--- src/rtl/lsu_pkg.sv ---
// Shared definitions for the load/store unit: RV32I funct3 size/sign codes,
// the unit's FSM state type, default memory geometry and a funct3 legality helper.
package lsu_pkg;

  localparam int MEM_WORDS_DEF = 7920;
  localparam int ADDR_W_DEF    = 14;

  localparam logic [2:0] F3_B  = 3'd0;
  localparam logic [2:0] F3_H  = 3'd1;
  localparam logic [2:0] F3_W  = 3'd2;
  localparam logic [2:0] F3_BU = 3'd4;
  localparam logic [2:0] F3_HU = 3'd5;

  typedef enum logic [1:0] {IDLE, ACCESS, WRITE, DONE} lsu_state_t;

  // Stores only have signed-size encodings; loads add the unsigned B/H forms.
  function automatic logic f3_legal(input logic is_store, input logic [2:0] f3);
    if (is_store) return (f3 == F3_B) || (f3 == F3_H) || (f3 == F3_W);
    return (f3 == F3_B) || (f3 == F3_H) || (f3 == F3_W) || (f3 == F3_BU) || (f3 == F3_HU);
  endfunction

endpackage

--- src/rtl/lsu_byte_lane.sv ---
// Combinational byte/half lane logic for the load/store unit.
//  funct3_i  in  3   access size/sign
//  off_i     in  2   byte offset within the word (addr[1:0])
//  word_i    in  32  word read from memory
//  wdata_i   in  32  store data (low byte/half used for SB/SH)
//  load_o    out 32  extracted and sign/zero-extended load value
//  merge_o   out 32  word_i with the addressed byte/half replaced by wdata_i
// Offsets are assumed aligned for the size; misaligned requests never reach here.
module lsu_byte_lane
  import lsu_pkg::*;
(
  input  logic [2:0]  funct3_i,
  input  logic [1:0]  off_i,
  input  logic [31:0] word_i,
  input  logic [31:0] wdata_i,
  output logic [31:0] load_o,
  output logic [31:0] merge_o
);

  logic [7:0]  byte_sel;
  logic [15:0] half_sel;

  always_comb begin
    byte_sel = word_i[{off_i, 3'b000} +: 8];
    half_sel = off_i[1] ? word_i[31:16] : word_i[15:0];
  end

  always_comb begin
    load_o = word_i;
    case (funct3_i)
      F3_B:    load_o = {{24{byte_sel[7]}}, byte_sel};
      F3_H:    load_o = {{16{half_sel[15]}}, half_sel};
      F3_BU:   load_o = {24'h0, byte_sel};
      F3_HU:   load_o = {16'h0, half_sel};
      default: load_o = word_i;
    endcase
  end

  always_comb begin
    merge_o = word_i;
    case (funct3_i)
      F3_B:    merge_o[{off_i, 3'b000} +: 8]        = wdata_i[7:0];
      F3_H:    merge_o[{off_i[1], 4'b0000} +: 16]   = wdata_i[15:0];
      default: merge_o = wdata_i;
    endcase
  end

endmodule

--- src/rtl/load_store_unit.sv ---
// Load/store unit: accepts byte-addressed RV32I load/store requests and drives a
// word-addressed, async-read, sync-write data memory without byte enables
// (SB/SH are done as read-modify-write).
//  clock, reset_n             clock, synchronous active-low reset
//  req_valid/req_ready        request handshake (ready only when idle)
//  req_write/funct3/addr/wdata request fields, captured at accept
//  resp_valid/rdata/fault     one-cycle response pulse
//  mem_write_enable/address/write_data, mem_read_data   memory port
module load_store_unit
  import lsu_pkg::*;
#(
  parameter int MEM_WORDS = MEM_WORDS_DEF,
  parameter int ADDR_W    = ADDR_W_DEF
) (
  input  logic              clock,
  input  logic              reset_n,
  input  logic              req_valid,
  output logic              req_ready,
  input  logic              req_write,
  input  logic [2:0]        req_funct3,
  input  logic [31:0]       req_addr,
  input  logic [31:0]       req_wdata,
  output logic              resp_valid,
  output logic [31:0]       resp_rdata,
  output logic              resp_fault,
  output logic              mem_write_enable,
  output logic [ADDR_W-1:0] mem_address,
  output logic [31:0]       mem_write_data,
  input  logic [31:0]       mem_read_data
);

  localparam logic [ADDR_W:0] WORD_LIMIT = (ADDR_W+1)'(MEM_WORDS);

  lsu_state_t        state_q;
  logic              write_q;
  logic [2:0]        funct3_q;
  logic [1:0]        off_q;
  logic [31:0]       wdata_q;
  logic              resp_valid_q;
  logic [31:0]       resp_rdata_q;
  logic              resp_fault_q;
  logic              mem_we_q;
  logic [ADDR_W-1:0] mem_address_q;
  logic [31:0]       mem_wdata_q;

  logic [ADDR_W-1:0] idx_d;
  logic              misalign_d;
  logic              fault_d;
  logic [31:0]       load_val;
  logic [31:0]       merge_val;

  // Fault decision on the live request; only used in the accept cycle.
  always_comb begin
    idx_d      = req_addr[ADDR_W+1:2];
    misalign_d = 1'b0;
    if (req_funct3[1:0] == 2'd1) misalign_d = req_addr[0];
    if (req_funct3[1:0] == 2'd2) misalign_d = |req_addr[1:0];
    fault_d = (|req_addr[31:ADDR_W+2]) || ({1'b0, idx_d} >= WORD_LIMIT) ||
              misalign_d || !f3_legal(req_write, req_funct3);
  end

  lsu_byte_lane u_lane (
    .funct3_i (funct3_q),
    .off_i    (off_q),
    .word_i   (mem_read_data),
    .wdata_i  (wdata_q),
    .load_o   (load_val),
    .merge_o  (merge_val)
  );

  always_ff @(posedge clock) begin
    if (!reset_n) begin
      state_q       <= IDLE;
      write_q       <= 1'b0;
      funct3_q      <= 3'd0;
      off_q         <= 2'd0;
      wdata_q       <= 32'h0;
      resp_valid_q  <= 1'b0;
      resp_rdata_q  <= 32'h0;
      resp_fault_q  <= 1'b0;
      mem_we_q      <= 1'b0;
      mem_address_q <= '0;
      mem_wdata_q   <= 32'h0;
    end else begin
      case (state_q)
        IDLE: begin
          if (req_valid) begin
            write_q  <= req_write;
            funct3_q <= req_funct3;
            off_q    <= req_addr[1:0];
            wdata_q  <= req_wdata;
            if (fault_d) begin
              state_q      <= DONE;
              resp_valid_q <= 1'b1;
              resp_fault_q <= 1'b1;
              resp_rdata_q <= 32'h0;
            end else begin
              // Address is presented during ACCESS so the async read settles there.
              state_q       <= ACCESS;
              mem_address_q <= idx_d;
              if (req_write && req_funct3 == F3_W) begin
                mem_we_q    <= 1'b1;
                mem_wdata_q <= req_wdata;
              end
            end
          end
        end
        ACCESS: begin
          if (write_q && funct3_q != F3_W) begin
            // Sub-word store: merged word is captured from the read and written next cycle.
            state_q     <= WRITE;
            mem_we_q    <= 1'b1;
            mem_wdata_q <= merge_val;
          end else begin
            state_q      <= DONE;
            mem_we_q     <= 1'b0;
            resp_valid_q <= 1'b1;
            resp_fault_q <= 1'b0;
            resp_rdata_q <= write_q ? 32'h0 : load_val;
          end
        end
        WRITE: begin
          state_q      <= DONE;
          mem_we_q     <= 1'b0;
          resp_valid_q <= 1'b1;
          resp_fault_q <= 1'b0;
          resp_rdata_q <= 32'h0;
        end
        DONE: begin
          state_q      <= IDLE;
          resp_valid_q <= 1'b0;
        end
        default: state_q <= IDLE;
      endcase
    end
  end

  assign req_ready        = (state_q == IDLE);
  assign resp_valid       = resp_valid_q;
  assign resp_rdata       = resp_rdata_q;
  assign resp_fault       = resp_fault_q;
  // Reset kills a write in the same cycle, before the registered enable clears.
  assign mem_write_enable = mem_we_q & reset_n;
  assign mem_address      = mem_address_q;
  assign mem_write_data   = mem_wdata_q;

endmodule

--- config.mk ---
export PLATFORM = sky130hd
export DESIGN_NAME = load_store_unit
export DESIGN_NICKNAME = d
export VERILOG_FILES = /design/src/rtl/lsu_pkg.sv /design/src/rtl/lsu_byte_lane.sv /design/src/rtl/load_store_unit.sv
export SDC_FILE = /design/constraint.sdc
export NUM_CORES = 1
export LEC_CHECK = 0
export ABC_AREA = 1
export ABC_CLOCK_PERIOD_IN_PS = 3200
export CORE_UTILIZATION = 30
export DETAILED_ROUTE_END_ITERATION = 10
export PLACE_DENSITY_LB_ADDON = 0.05
export SYNTH_ARGS = -nofsm -noshare
export SYNTH_HDL_FRONTEND = slang
export SYNTH_SLANG_ARGS = --single-unit
--- constraint.sdc ---
create_clock -name clock -period 3.2 [get_ports clock]
set_clock_uncertainty 0.15 [all_clocks]
set_input_delay 0.8 -clock clock [delete_from_list [all_inputs] [get_ports clock]]
set_output_delay 0.8 -clock clock [all_outputs]
set_load 0.05 [all_outputs]
==> reports/metrics.yaml, run 1 <==
run_status:
  status: "completed"
grt:
  antenna_found_initial: 0
  grt_use_met2_pct: 34.1
  overflow: 0
  top_usage_layer: "met2"
  grtUsageMet3_pct: 4.16
  grt_pass1_vias: 7727
  track_usage_pct: 21.4
  use_met1_pct: 29.6
  grt_pass1_wl_mm: 43.3
  grt_max_degree: 91
layout:
  final_core_util_pct: 41.2
  drive_above_1_share_pct: 7.63
  area_growth_pct: 34.6
  nets: 1502
  finalInstanceArea_sq_um: 10400
  diodes: 0
critical_path:
  crit_type: "flop to output pin"
  crit_chain: "inv_1 -> ha_1 -> clkdlybuf4s50_1"
  critical_path.max_stage_delay_ps: 820
  cpLargestDelayFamily: "buffers and inverters"
  reg2reg_to: "mem_write_data[17]$_SDFFE_PN0P_"
  slowest_stage: "clkdlybuf4s50_1"
  cp_data_required_time_ps: 2250
  critPathBufInv: 2
  start_kind: "flop"
  cp.arrival_ps: 1900
  r2r_cells: 10
  crit_cells: 3
  r2r_slack_ps: 550
  reg2reg_from: "off_q[1]$_SDFFE_PN0P_"
  critical_path.endpoint_type: "output pin"
  crit_path_max_fanout: 5
yosys:
  synth_warnings: 0
  yosys.cell_types.count: 36
  synth_top_area_share_pct: 31.4
  synth-seq-cells: 121
  post-synth-top-count-cell: "nand2_1"
  ys.flop_type: "dfxtp_1"
  synth_top_area_cell: "dfxtp_1"
  syn_inst: 1245
  synth_area_leaders: "dfxtp_1, nand2_1, nor2_1"
  avgSynthCellArea_sq_um: 6.19
  synthArstFlopShare_pct: 0
  synth_edf_count: 0
  syn_area_sq_um: 7710
  synth_seq_area_share_pct: 31.4
  syn-num-nets: 1357
  yosys-top-cells-count: "nand2_1, nor2_1, o21ai_0, dfxtp_1, inv_1"
timing:
  setup_viol: 0
  drv_slew: 0
  rsz0062_at_grt: "no"
  tightest_slew_ps: 872
  finalCritPeriodShare_pct: 89.2
  period_minus_slack_ps: 2850
  hold_viol: 0
  fin_setup_tns_ps: 0
  relSlewSlack_pct: 41.9
  fmax_mhz: 350
worst_hold_path:
  hp-class: "flop to flop"
  hp-start: "wdata_q[21]$_SDFFE_PN0P_"
  min_path_cells: 2
  hold_path_end: "wdata_q[21]$_SDFFE_PN0P_"
routing:
  viasPerCell: 4.76
  first_pass_iters: 5
  ant_nets: 0
  wl_mm: 27.9
  drtIter0Drc: 642
  via_count: 8256
  drcViolationCount: 0
  wl_per_cell_um: 16.1
clock_network:
  cts_resized: 0
  clkSinkCount: 121
  clk_latency_ps: 430
  path_clk_slew_ps: 60
  cts-buffers-inserted: 17
  ctsHtreeMaxLevel: 4
  cts_tree: "built"
  cts-root-buf: "clkbuf_16"
  clock_path_buffers: 2
  hold_buffers: 0
  cts_setup_buffers: 0
floorplanning:
  core_sq_um: 25200
  start_util_pct: 30.6
  die_w_um: 162
  fp-row-count: 58
  dieArea_sq_um: 26300
  ios: 185
  die_h_um: 162
placement:
  place_area_sq_um: 9770
  dp_hpwl_mm: 20.4
  place_congestion: 0.883
  portBuffers: 184
run:
  drv_cap: 0
power_and_ir_drop:
  p_leak_nw: 4.42
  power_density_nw_per_um2: 1010
  irDropWorstVdd_uv: 448
[sequential cells by signal (all words and copies together) (netlist names)]
signal,cells
off_q,2
wdata_q,32
write_q,1
resp_fault,1
mem_address,14
resp_valid,1
state_q,2
funct3_q,3
mem_write_data,32
resp_rdata,32
mem_we_q,1
[through the flow]
step / setup WS [ps] / hold WS [ps] / cells / total power, mW
floorplan: 559 / 275 / 1245 / 6.76
global placement: 453 / 287 / 1701 / 8.42
detailed placement: 424 / 296 / 1701 / 8.43
CTS: 317 / 304 / 1733 / 10.5
global route: 258 / 326 / 1733 / 11.2
finish: 347 / 299 / 1733 / 10.4
[cell usage in the layout, fill, tap and decap left out, types with 7 or more instances in the layout]
master	count
nand2_1	278
ha_1	8
or2_2	12
nand4_1	7
o211ai_1	19
o21ai_1	17
inv_2	8
buf_4	15
a21oi_2	8
nor2_1	211
o21ai_0	133
clkdlybuf4s50_1	182
clkbuf_16	17
o21bai_1	32
dfxtp_1	120
nand3_1	50
a21oi_1	111
inv_1	118
buf_12	8
[worst min-delay path, stage by stage, from the launching register on]
cell and delay, ps:
dfxtp_1 300, inv_1 50, a21oi_1 50
[layer usage]
metal  vias up  routed length, um
li1       4289                  -
met1      3729              13400
met2       217              12600
met3        21               1580
met4         0                304
met5         -                  0
[how the worst max path moves through the flow]
stage                                        from                              end
final                     state_q[0]$_SDFFE_PN0N_                        req_ready
after global routing      state_q[0]$_SDFFE_PN0N_                        req_ready
after CTS                 state_q[0]$_SDFFE_PN0N_                        req_ready
after detailed placement             req_addr[15]  mem_write_data[13]$_SDFFE_PN0P_
after global placement               req_addr[15]      resp_rdata[10]$_SDFFE_PN0P_
after floorplan                           reset_n                 mem_write_enable
[power by group]
| group | internal, mW | switching [mW] | leakage, nW |
|---|---|---|---|
| combinational | 2.03 | 4.14 | 3.14 |
| sequential | 1.96 | 0.288 | 0.995 |
| clock | 1.23 | 0.806 | 0.279 |
[cells by family after synthesis]
group	synth area share (%)
buffers and inverters	12.2
adder cells (fa/ha/maj)	1.46
AO/OA/AOI/OAI	23.4
AND/OR/NAND/NOR	31.6
flip-flops	31.4
[final cells by class]
class / count / area, sq um
clock buffers: 18 / 429
clock inverters: 14 / 173
fillers: 2706 / 14800
inverters: 128 / 485
multi-input cells: 916 / 4350
flip-flops and latches: 121 / 2420
well taps: 330 / 413
repair buffers: 206 / 2100
No activity file was read; power rests on OpenSTA's default activity.
==> run 2, diff against run 1 <==
--- a/config.mk
+++ b/config.mk
@@ -7,7 +7,10 @@
 export LEC_CHECK = 0
 export ABC_AREA = 1
 export ABC_CLOCK_PERIOD_IN_PS = 3200
-export CORE_UTILIZATION = 30
+export CELL_PAD_IN_SITES_DETAIL_PLACEMENT = 1
+export CELL_PAD_IN_SITES_GLOBAL_PLACEMENT = 2
+export CORE_MARGIN = 5
+export CORE_UTILIZATION = 28
 export DETAILED_ROUTE_END_ITERATION = 10
 export PLACE_DENSITY_LB_ADDON = 0.05
 export SYNTH_ARGS = -nofsm -noshare
==> run 2 against run 1 <==
Against the previous run:
- worst setup slack better by 200 ps
- non-clock buffer count up 1
- critical endpoint unchanged
- final area up 0.41%
- sequential power about the same
- power up 2.4%
==> reports/metrics.yaml, run 2 (synthesized netlist as in run 1, its figures left out) <==
power_and_ir_drop:
  power_density_nw_per_um2: 1030  # +1.9%
  switchingPower_mw: 5.42  # +3.6%
  p_leak_nw: 4.45  # +0.82%
  cellInternalPower_mw: 5.27  # +1.1%
  sw_frac_of_total_pct: 50.7  # +0.60 points
  sequentialPowerShare_pct: 21.0  # -0.5 points
  p_comb_share_pct: 58.7  # -0.3 points
  irDropWorstVdd_uv: 645  # +44%
  power_frac_clock_pct: 20.2  # +0.7 points
timing:
  fin_setup_tns_ps: 0  # unchanged
  relSlewSlack_pct: 57.6  # +16 points
  setup_viol: 0  # unchanged
  hold_viol: 0  # unchanged
  drv_slew: 0  # unchanged
  tightest_slew_ps: 629  # -243 ps
  finalCritPeriodShare_pct: 83.0  # -6.1 points
  rsz0062_at_grt: "no"
  period_minus_slack_ps: 2660  # -196 ps
  fmax_mhz: 376  # +7.4%
floorplanning:
  die_h_um: 176  # +8.4%
  ios: 185  # unchanged
  dieArea_sq_um: 31000  # +17%
  core_sq_um: 27000  # +7.3%
  start_util_pct: 28.5  # -2.1 points
  fp-row-count: 60  # +3.4%
  die_w_um: 176  # +8.4%
routing:
  first_pass_iters: 4  # -1
  viasPerCell: 4.84  # +1.5%
  drcViolationCount: 0  # unchanged
  drtIter0Drc: 568  # -12%
  via_count: 8442  # +2.3%
  ant_nets: 0  # unchanged
  wl_mm: 32.1  # +15%
  wl_per_cell_um: 18.4  # +14%
clock_network:
  cts_tree: "built"
  cts_setup_buffers: 0  # unchanged
  hold_buffers: 0  # unchanged
  path_clk_slew_ps: 70  # about the same
  clk_latency_ps: 430  # about the same
  cts_resized: 0  # unchanged
  cts-buffers-inserted: 17  # unchanged
  clkSinkCount: 121  # unchanged
  cts-root-buf: "clkbuf_16"
  clock_path_buffers: 2  # unchanged
  ctsHtreeMaxLevel: 4  # unchanged
layout:
  final_core_util_pct: 38.6  # -2.7 points
  nFillCells: 3467  # +28%
  nets: 1503  # +0.067%
  layout_common_cells: "nand2_1, nor2_1, clkdlybuf4s50_1"
  layout_commonest_cell: "nand2_1"
  area_growth_pct: 35.1
  diodes: 0  # unchanged
  drive_above_1_share_pct: 7.83  # +0.21 points
grt:
  overflow: 0  # unchanged
  track_usage_pct: 20.5  # -0.98 points
  grt_max_degree: 86  # -5.5%
  grt_pass1_wl_mm: 50.0  # +16%
  grt_pass1_vias: 8671  # +12%
  antenna_found_initial: 0  # unchanged
placement:
  portBuffers: 184  # unchanged
  dp_hpwl_mm: 23.9  # +17%
  place_congestion: 0.819  # -7.2%
run:
  drv_cap: 0  # unchanged
critical_path:
  crit_type: "flop to output pin"
  crit_path_max_fanout: 8  # +3
  critical_path.endpoint_type: "output pin"
  cp.arrival_ps: 1710  # -190 ps
  start_kind: "flop"
  cp_data_required_time_ps: 2250  # about the same
  critical_path.startpoint: "state_q[0]$_SDFFE_PN0N_"
  reg2reg_from: "off_q[1]$_SDFFE_PN0P_"
run_status:
  status: "completed"
worst_hold_path:
  hp-start: "wdata_q[21]$_SDFFE_PN0P_"
  hp-class: "flop to flop"
[run 2: metal layers]
layer | global-route usage (%) | share of wire (%) | vias up
met5 | 0 | 0 | -
met4 | 4.71 | 1.2 | 0
met3 | 3.40 | 3.6 | 22
met2 | 34.1 | 46 | 157
met1 | 27.9 | 49 | 3979
li1 | - | - | 4284
[run 2: worst paths after layout]
kind / end / slack [ps] / depth (start not counted)
worst max-delay path: req_ready / 540 / 3
worst min-delay path: wdata_q[21]$_SDFFE_PN0P_ / 300 / 2
worst max register to register: resp_rdata[30]$_SDFFE_PN0P_ / 660 / 10
worst min register to register: wdata_q[21]$_SDFFE_PN0P_ / 300 / 2
[run 2: area by class of cell]
| cell class | instances | area, sq um | share of cell area (%) |
|---|---|---|---|
| Sequential cell | 121 | 2420 | 23.3 |
| Timing Repair Buffer | 207 | 2090 | 20.1 |
| Clock inverter | 15 | 213 | 2.04 |
| Multi-Input combinational cell | 916 | 4350 | 41.8 |
| Tap cell | 341 | 427 | 4.10 |
| Inverter | 128 | 485 | 4.66 |
| Clock buffer | 17 | 425 | 4.08 |
[run 2: per-stage QoR]
stage | setup slack, ps | total power [mW] | instances | hold slack [ps] | cell area [sq um]
2_1_floorplan | 559 | 6.76 | 1245 | 275 | 7710
3_3_place_gp | 265 | 8.51 | 1713 | 286 | 9780
3_5_place_dp | 232 | 8.58 | 1713 | 292 | 9780
4_1_cts | 533 | 10.8 | 1745 | 302 | 10400
5_1_grt | 417 | 11.5 | 1745 | 332 | 10400
6_report | 543 | 10.7 | 1745 | 300 | 10400
[run 2: worst max-delay path, cell delays in order, from the launching register on]
cell	delay [ps]
dfxtp_1	370
inv_1	110
ha_1	500
buf_4	300
[run 2: power groups by stage]
stage / combinational [mW] / sequential (mW) / clock, mW
floorplan: 3.59 / 3.17 / 0
global placement: 6.24 / 2.27 / 0
detailed placement: 6.30 / 2.28 / 0
CTS: 6.33 / 2.25 / 2.21
global route: 6.93 / 2.31 / 2.27
finish: 6.28 / 2.25 / 2.16
==> run 3, diff against run 2 <==
--- a/config.mk
+++ b/config.mk
@@ -6,11 +6,11 @@
 export NUM_CORES = 1
 export LEC_CHECK = 0
 export ABC_AREA = 1
-export ABC_CLOCK_PERIOD_IN_PS = 3200
+export ABC_CLOCK_PERIOD_IN_PS = 2700
 export CELL_PAD_IN_SITES_DETAIL_PLACEMENT = 1
 export CELL_PAD_IN_SITES_GLOBAL_PLACEMENT = 2
 export CORE_MARGIN = 5
-export CORE_UTILIZATION = 28
+export CORE_UTILIZATION = 26
 export DETAILED_ROUTE_END_ITERATION = 10
 export PLACE_DENSITY_LB_ADDON = 0.05
 export SYNTH_ARGS = -nofsm -noshare
==> constraint.sdc (replaced) <==
create_clock -name clock -period 2.7 [get_ports clock]
set_clock_uncertainty 0.15 [all_clocks]
set_input_delay 0.675 -clock clock [delete_from_list [all_inputs] [get_ports clock]]
set_output_delay 0.675 -clock clock [all_outputs]
set_load 0.05 [all_outputs]
==> run 3 against run 2 <==
Against the previous run:
- sequential power grew 19%
- worst setup slack lost 300 ps
- final area grew 2.3%
- die area grew 7.2%
- utilization shrank 2.4 points
- routed wire length grew 2.9%
- critical path depth shrank 2
- via count grew 0.94%
- combinational power grew 22%
- sequential share of layout area shrank 0.52 points
- flip-flop and latch count is the same
- critical endpoint is now mem_write_data[18]
==> reports/metrics.yaml, run 3 (synthesized netlist as in run 1, its figures left out) <==
clock_network:
  cts-root-buf: "clkbuf_16"
  hold_buffers: 0  # unchanged
  cts_tree: "built"
  ctsHtreeMaxLevel: 4  # unchanged
  clk_latency_ps: 450  # +20 ps
  cts-buffers-inserted: 17  # unchanged
  clkSinkCount: 121  # unchanged
  clock_path_buffers: 2  # unchanged
  path_clk_slew_ps: 60  # about the same
  cts_resized: 0  # unchanged
  cts_setup_buffers: 0  # unchanged
critical_path:
  critical_path.endpoint_type: "output pin"
  critical_path.max_stage_delay_ps: 830  # +330 ps
  cpLargestDelayFamily: "buffers and inverters"
  cp_data_required_time_ps: 1880  # -370 ps
  cp.arrival_ps: 1630  # -80 ps
  crit_type: "flop to output pin"
  start_kind: "flop"
  crit_chain: "clkdlybuf4s50_1"
  crit_path_max_fanout: 2  # -6
  critPathBufInv: 1  # -1
  slowest_stage: "clkdlybuf4s50_1"
run:
  drv_cap: 0  # unchanged
layout:
  diodes: 0  # unchanged
  finalInstanceArea_sq_um: 10700  # +2.3%
  layout_common_cells: "nand2_1, nor2_1, clkdlybuf4s50_1"
  nets: 1529  # +1.7%
  drive_above_1_share_pct: 9.51  # +1.7 points
  layout_commonest_cell: "nand2_1"
  area_growth_pct: 38.2
floorplanning:
  fp-row-count: 63  # +5.0%
  die_w_um: 182  # +3.6%
  die_h_um: 182  # +3.6%
  ios: 185  # unchanged
  dieArea_sq_um: 33200  # +7.2%
  start_util_pct: 26.2  # -2.4 points
  core_sq_um: 29500  # +9.1%
routing:
  drcViolationCount: 0  # unchanged
  viasPerCell: 4.68  # -3.2%
  wl_per_cell_um: 18.1  # -1.3%
  drtIter0Drc: 342  # -40%
  via_count: 8521  # +0.94%
  ant_nets: 0  # unchanged
  first_pass_iters: 5  # +1
  wl_mm: 33.0  # +2.9%
grt:
  grt_pass1_vias: 8550  # -1.4%
  track_usage_pct: 19.5  # -0.96 points
  grt_pass1_wl_mm: 50.8  # +1.6%
  antenna_found_initial: 0  # unchanged
  overflow: 0  # unchanged
  grt_max_degree: 87  # +1.2%
power_and_ir_drop:
  power_density_nw_per_um2: 1200  # +17%
  p_leak_nw: 4.57  # +2.6%
  irDropWorstVdd_uv: 398  # -38%
timing:
  tightest_slew_ps: 567  # -61.9 ps
  setup_viol: 0  # unchanged
  relSlewSlack_pct: 62.2  # +4.6 points
  drv_slew: 0  # unchanged
  period_minus_slack_ps: 2460
  rsz0062_at_grt: "no"
  fin_ws_ps: 243  # -300 ps
  hold_viol: 0  # unchanged
  finalCritPeriodShare_pct: 91.0
  fmax_mhz: 407
placement:
  pre_cts_slack_ps: -25.0  # -256 ps
  place_congestion: 0.821  # +0.18%
  portBuffers: 184  # unchanged
  place_area_sq_um: 10000  # +2.8%
  dp_hpwl_mm: 24.9  # +4.3%
worst_hold_path:
  hp-class: "flop to flop"
run_status:
  status: "completed"
## run 3: changes by cell type in the layout (fill, tap and decap cells not counted)
cell / change
bufinv_16: -2
clkinv_4: -3
clkinvlp_4: +1
buf_4: +25
buf_12: +1
inv_8: +5
inv_6: -1
## run 3: layout make-up
| class | instances | area (sq um) |
|---|---|---|
| fillers | 3773 | 18800 |
| inverters | 128 | 485 |
| repair buffers | 233 | 2300 |
| well taps | 390 | 488 |
| clock inverters | 15 | 181 |
| multi-input cells | 916 | 4350 |
| flip-flops and latches | 121 | 2420 |
| clock buffers | 17 | 425 |
## run 3: stage by stage
| step | total power [mW] | hold slack, ps | setup TNS, ps | utilization, % | cells |
|---|---|---|---|---|---|
| 6_report | 12.8 | 301 | 0 | 36.1 | 1820 |
| 2_1_floorplan | 8.01 | 275 | 0 | - | 1245 |
| 4_1_cts | 13.0 | 308 | 0 | 36.1 | 1820 |
| 3_3_place_gp | 10.4 | 288 | -47.9 | 34.1 | 1788 |
| 3_5_place_dp | 10.4 | 298 | -180 | 34.1 | 1788 |
| 5_1_grt | 13.8 | 336 | 0 | 36.1 | 1820 |
## run 3: final timing paths
kind	to	cells after the start	slack, ps	start
min reg2reg	wdata_q[21]$_SDFFE_PN0P_	2	300	wdata_q[21]$_SDFFE_PN0P_
min	wdata_q[21]$_SDFFE_PN0P_	2	300	wdata_q[21]$_SDFFE_PN0P_
max	mem_write_data[18]	1	240	mem_write_data[18]$_SDFFE_PN0P_
max reg2reg	mem_write_data[13]$_SDFFE_PN0P_	11	450	off_q[0]$_SDFFE_PN0P_
## run 3: report_power, final
| part | switching [mW] | total [mW] | internal, mW | leakage (nW) |
|---|---|---|---|---|
| clock | 1.08 | 2.49 | 1.40 | 0.298 |
| combinational | 5.14 | 7.66 | 2.53 | 3.27 |
| sequential | 0.346 | 2.67 | 2.32 | 0.995 |
| total | 6.57 | 12.8 | 6.25 | 4.57 |
## run 3: layer usage
| metal | track usage, % | routed length (um) | part of all wire (%) |
|---|---|---|---|
| met1 | 28.0 | 16500 | 50 |
| met2 | 31.1 | 14900 | 45 |
| met3 | 3.27 | 1200 | 3.6 |
| met4 | 3.72 | 306 | 0.93 |
| met5 | 0 | 0 | 0 |
## run 3: worst min-delay path, stage by stage (launching register included)
cell     delay (ps)
dfxtp_1         300
inv_1            60
a21oi_1          50
